**src/rtl/wordle_guess_entry_pkg.sv**
```systemverilog
// Shared constants, state encoding and letter-wrap helpers for the Wordle guess path.
package wordle_guess_entry_pkg;

    localparam int unsigned N_LETTERS = 5;
    localparam int unsigned LW        = 5;

    localparam logic [LW-1:0] LTR_BLANK = LW'(0);
    localparam logic [LW-1:0] LTR_A     = LW'(1);
    localparam logic [LW-1:0] LTR_Z     = LW'(26);

    typedef enum logic {
        StEntry = 1'b0,
        StPend  = 1'b1
    } entry_state_e;

    // Blank and Z both step up to A.
    function automatic logic [LW-1:0] ltr_up(input logic [LW-1:0] l);
        return (l >= LTR_Z || l == LTR_BLANK) ? LTR_A : l + LW'(1);
    endfunction

    // Blank and A both step down to Z.
    function automatic logic [LW-1:0] ltr_dn(input logic [LW-1:0] l);
        return (l == LTR_BLANK || l == LTR_A) ? LTR_Z : l - LW'(1);
    endfunction

endpackage

```
**src/rtl/wordle_letter_ctr.sv**
```systemverilog
// One guess letter: blank or A..Z, stepped up/down with wrap, cleared synchronously.
module wordle_letter_ctr
    import wordle_guess_entry_pkg::*;
(
    input  logic          clk_i,
    input  logic          rst_ni,
    input  logic          en_i,
    input  logic          inc_i,
    input  logic          dec_i,
    input  logic          clr_i,
    output logic [LW-1:0] letter_o
);

    logic [LW-1:0] letter_q, letter_d;

    // Next letter: clear wins; inc and dec together cancel.
    always_comb begin
        letter_d = letter_q;
        if (clr_i) begin
            letter_d = LTR_BLANK;
        end else if (en_i && inc_i && !dec_i) begin
            letter_d = ltr_up(letter_q);
        end else if (en_i && dec_i && !inc_i) begin
            letter_d = ltr_dn(letter_q);
        end
    end

    // Letter register.
    always_ff @(posedge clk_i or negedge rst_ni) begin
        if (!rst_ni) begin
            letter_q <= LTR_BLANK;
        end else begin
            letter_q <= letter_d;
        end
    end

    assign letter_o = letter_q;

endmodule

```
**src/rtl/wordle_guess_entry.sv**
```systemverilog
// Guess entry: cursor, per-letter editing, completeness check and valid/ready hand-off.
module wordle_guess_entry
    import wordle_guess_entry_pkg::*;
(
    input  logic                    clk_i,
    input  logic                    rst_ni,
    input  logic                    u_i,
    input  logic                    d_i,
    input  logic                    l_i,
    input  logic                    r_i,
    input  logic                    c_i,
    input  logic                    enable_i,
    input  logic                    new_game_i,
    input  logic                    guess_ready_i,
    output logic [N_LETTERS*LW-1:0] guess_word_o,
    output logic                    guess_valid_o,
    output logic [2:0]              cursor_o,
    output logic [LW-1:0]           cur_letter_o,
    output logic                    incomplete_o
);

    localparam logic [2:0] CURSOR_MAX = 3'(N_LETTERS - 1);

    entry_state_e state_q, state_d;
    logic [2:0]   cursor_q, cursor_d;
    logic         incomplete_q, incomplete_d;

    logic [LW-1:0]        letter [N_LETTERS];
    logic [N_LETTERS-1:0] letter_nz;
    logic                 complete;
    logic                 clr, act_lr, act_ud;

    for (genvar i = 0; i < N_LETTERS; i++) begin : g_letter
        wordle_letter_ctr u_letter (
            .clk_i    (clk_i),
            .rst_ni   (rst_ni),
            .en_i     (cursor_q == 3'(i)),
            .inc_i    (act_ud && u_i),
            .dec_i    (act_ud && d_i),
            .clr_i    (clr),
            .letter_o (letter[i])
        );
        assign letter_nz[i]                = |letter[i];
        assign guess_word_o[LW*i +: LW]    = letter[i];
    end

    assign complete = &letter_nz;

    // FSM next state plus edit decode; priority new_game > C > L/R > U/D.
    always_comb begin
        state_d      = state_q;
        cursor_d     = cursor_q;
        incomplete_d = 1'b0;
        clr          = 1'b0;
        act_lr       = 1'b0;
        act_ud       = 1'b0;
        if (new_game_i) begin
            clr      = 1'b1;
            cursor_d = 3'd0;
            state_d  = StEntry;
        end else begin
            unique case (state_q)
                StEntry: begin
                    if (enable_i) begin
                        if (c_i) begin
                            if (complete) begin
                                state_d = StPend;
                            end else begin
                                incomplete_d = 1'b1;
                            end
                        end else if (l_i || r_i) begin
                            act_lr = 1'b1;
                        end else if (u_i || d_i) begin
                            act_ud = 1'b1;
                        end
                    end
                end
                StPend: begin
                    if (guess_ready_i) begin
                        clr      = 1'b1;
                        cursor_d = 3'd0;
                        state_d  = StEntry;
                    end
                end
                default: state_d = StEntry;
            endcase
        end
        if (act_lr) begin
            if (l_i && !r_i && cursor_q != 3'd0) begin
                cursor_d = cursor_q - 3'd1;
            end else if (r_i && !l_i && cursor_q != CURSOR_MAX) begin
                cursor_d = cursor_q + 3'd1;
            end
        end
    end

    // State, cursor and reject-pulse registers.
    always_ff @(posedge clk_i or negedge rst_ni) begin
        if (!rst_ni) begin
            state_q      <= StEntry;
            cursor_q     <= 3'd0;
            incomplete_q <= 1'b0;
        end else begin
            state_q      <= state_d;
            cursor_q     <= cursor_d;
            incomplete_q <= incomplete_d;
        end
    end

    // Letter under the cursor for the display path.
    always_comb begin
        cur_letter_o = LTR_BLANK;
        for (int i = 0; i < N_LETTERS; i++) begin
            if (cursor_q == 3'(i)) begin
                cur_letter_o = letter[i];
            end
        end
    end

    // guess_valid is the registered PEND state itself.
    assign guess_valid_o = (state_q == StPend);
    assign cursor_o      = cursor_q;
    assign incomplete_o  = incomplete_q;

endmodule

```
**config.mk**
```make
export PLATFORM = sky130hd
export DESIGN_NAME = wordle_guess_entry
export DESIGN_NICKNAME = d
export VERILOG_FILES = /design/src/rtl/wordle_guess_entry_pkg.sv /design/src/rtl/wordle_letter_ctr.sv /design/src/rtl/wordle_guess_entry.sv
export SDC_FILE = /design/constraint.sdc
export NUM_CORES = 1
export LEC_CHECK = 0
export ABC_AREA = 1
export CORE_MARGIN = 1
export CORE_UTILIZATION = 39
export CTS_CLUSTER_DIAMETER = 100
export DETAILED_ROUTE_END_ITERATION = 6
export REMOVE_ABC_BUFFERS = 1
export SLEW_MARGIN = 20
export SYNTH_ARGS = -nofsm -noshare
export SYNTH_HDL_FRONTEND = slang
export SYNTH_SLANG_ARGS = --single-unit
```
**constraint.sdc**
```tcl
create_clock -name clk_i -period 2.05 [get_ports clk_i]
set_clock_uncertainty 0.05 [all_clocks]
set_input_delay 0.3075 -clock clk_i [delete_from_list [all_inputs] [get_ports clk_i]]
set_output_delay 0.3075 -clock clk_i [all_outputs]
set_load 0.02 [all_outputs]
```
==> flow_metrics.tcl <==
set metrics [dict create \
    fill_cells 824 \
    combPwrFrac_pct 14.8 \
    routed_via_density 4.97 \
    area_growth_pct 36.1 \
    placed_cell_area_um2 4400 \
    p_leak_nw 2.49 \
    synth-simple-area-share_pct 46.3 \
    pwr-share-seq_pct 42.7 \
    relSlewSlack_pct 71.5 \
    antenna_found_initial 0 \
    drt_iter0_drc 164 \
    synth.most_common_cell "nand2_1" \
    gp_congestion 0.809 \
    grt_pass1_vias 3553 \
    dieArea_um2 9150 \
    pwr-share-clk_pct 42.5 \
    whs_ns 0.367 \
    ys_seq_elements 30 \
    io_pins 45 \
    netlist_instances 563 \
    start_util_pct 41.0 \
    fin_area_um2 4660 \
    grt.overflow.total 0 \
    clock.fmax_mhz 476 \
    diodes 0 \
    startpoint_type "register" \
    gr-usage-met3_pct 3.11 \
    max_cap_viol_count 0 \
    worst_pin_slew_ns 0.427 \
    netlist_area_um2 3420 \
    grt_util_all_layers_pct 23.7 \
    drive_above_1_share_pct 18.6 \
    yosysWarnings 0 \
    rsz0062_at_grt "true" \
    synth_area_leaders "dfrtp_1 (22%), nand2_1 (19%), ha_1 (11%)" \
    fin_ws_ns -0.0525 \
    synth_mux_area_share_pct 0 \
    r2r_cells 11 \
    dr.pass1.iters 4 \
    rrSetupSlack_ns 0.15 \
    ant_nets 0 \
    grt_use_met1_pct 29.6 \
    hold_viol 0 \
    hp-class "primary input to async pin" \
    critPathMaxFanout 6 \
    synthAdderAreaFrac_pct 11.3 \
    synth_top_family_by_area "simple AND/OR/NAND/NOR gates" \
    syn_area_per_cell_um2 6.08 \
    finalCriticalPeriod_ns 2.10 \
    timing.rr.end "g_letter[2].u_letter.letter_o[0]" \
    clkTransAtPathRegs_ns 0.08 \
    ys_top_cells_by_count "nand2_1 (174), inv_1 (79), nor2_1 (73)" \
    nets 711 \
    violations "negative setup slack" \
    dieWidth_um 95.7 \
    io_buffers 44 \
    grt.busiest_layer "met2" \
    cts_tree "done" \
    hpwl_mm 7.55 \
    critPathArrivalTime_ns 1.74 \
    synth_compound_area_share_pct 5.01 \
    wl_per_cell_um 13.0 \
    critPathKind "register to primary output" \
    switching_share_pct 27.2 \
    grt_first_pass_wirelength_mm 16.8 \
    cts_buffers 5 \
    fp-row-count 33 \
    rr_startpoint "cursor_o[0]" \
    ctsHtreeMaxLevel 2 \
    clockBufferDepth 2 \
    final-setup-viol-count 5 \
    pre_cts_ws_ns -0.290 \
    die_y_um 95.7 \
    maxSlewViolCount 0 \
    clockRootBuffer "clkbuf_8" \
    fin_cells 776 \
    endpoint_kind "primary output" \
    grt_max_degree 31 \
    core_um2 8340 \
    peakVddDrop_mv 0.230 \
    num_vias 3853 \
    synthXorXnorAreaFrac_pct 3.84 \
    async_reset_ff_share_pct 100 \
    status "finished with violations" \
    ctsHoldBuffers 0 \
    power.density_nw_per_um2 301 \
    dp.cells 760 \
    internal_power_w 0.00102 \
    yosysTopAreaCell "dfrtp_1" \
    synth_flop_cell "dfrtp_1" \
    ys_types 25 \
    synth_edf_count 0 \
    p_sw_w 0.000382 \
    global_route.usage.met2_pct 41.8 \
    drc 0 \
    ys_seq_area_share_pct 21.9 \
    yosys.area.top_type_share_pct 21.9 \
    routed_wl_mm 10.1 \
    period_share_pct 103 \
    crit_required_ns 1.69 \
    clock_sinks 30 \
    insertion_delay_ns 0.29 \
]
## state kept, by name, indices dropped and copies added (netlist names)
signal,cells
cursor_o,3
g_letter.u_letter.letter_o,25
guess_valid_o,1
incomplete_o,1
## worst max-delay path, cell delays in order, from the launching register on
cell     delay (ns)
dfrtp_1        0.40
inv_2          0.10
ha_1           0.16
inv_2          0.08
nor2_4         0.16
nand2_1        0.10
nand3_2        0.08
a31oi_1        0.08
nor2_1         0.13
buf_4          0.15
## layout make-up
cell class | instances | area [µm²] | area share [%]
multi-input combinational | 433 | 2370 | 50.8
inverter | 83 | 314 | 6.75
clock buffer | 8 | 110 | 2.36
timing repair buffer | 116 | 976 | 21.0
sequential | 30 | 751 | 16.1
timing repair inverter | 1 | 7.51 | 0.161
tap | 105 | 131 | 2.82
## layout by cell type, fill, tap and decap left out, types with 5 or more instances in the layout
cell,instances
nor2_1,71
a21oi_1,13
nand3_1,58
ha_1,27
buf_4,75
nand3_2,15
nand4_1,26
dfrtp_1,30
clkdlybuf4s50_1,39
a31oi_1,5
inv_1,73
inv_2,9
o21ai_0,12
clkbuf_8,8
nand2_1,173
xor2_1,14
## per-layer routing
layer	wire length [µm]	share of wire (%)	vias to the layer above
met5	0	0	-
met4	203	2.0	0
met3	386	3.8	16
met2	4890	49	74
met1	4580	46	1770
li1	-	-	1993
## power by group through the flow
stage / clock, W / combinational (W) / sequential, W
6_report: 0.000597 / 0.000208 / 0.000599
3_5_place_dp: 0 / 0.000191 / 0.000610
4_1_cts: 0.000610 / 0.000203 / 0.000598
5_1_grt: 0.000633 / 0.000230 / 0.000598
2_1_floorplan: 0 / 0.0000791 / 0.000615
3_3_place_gp: 0 / 0.000189 / 0.000610
## per-stage QoR
step / total power (W) / util [%] / setup TNS [ns]
finish: 0.00140 / 55.8 / -0.193
global route: 0.00146 / 55.8 / -0.780
CTS: 0.00141 / 55.3 / -0.0426
detailed placement: 0.000801 / 52.7 / -1.38
global placement: 0.000798 / 52.7 / -1.15
floorplan: 0.000694 / - / 0
## how the worst max path moves through the flow
stage                 from               to  slack (ns)  cells after the start
4_1_cts        cursor_o[0]  cur_letter_o[0]       -0.02                      8
2_1_floorplan  cursor_o[0]  cur_letter_o[2]        0.12                      8
3_3_place_gp   cursor_o[1]  cur_letter_o[0]       -0.24                      9
6_report       cursor_o[1]  cur_letter_o[1]       -0.05                      9
3_5_place_dp   cursor_o[1]  cur_letter_o[0]       -0.29                      9
5_1_grt        cursor_o[1]  cur_letter_o[2]       -0.18                      9
## cell families (layout without fill, tap and decap cells)
group	Yosys count	count (layout)
AOI/OAI and AO/OA	32	32
xor gates and xnor gates	15	15
adders and majority gates	31	31
buffers and inverters	100	208
DFF	30	30
and+or+nand+nor	355	355
## timing repair
item	4_1_cts	5_1_grt
endpoints found under the setup margin	5	5
buffers inserted	6	1
pin swaps	5	9
gates cloned	1	0
resized for setup	43	10
(Power assumes the default switching activity.)
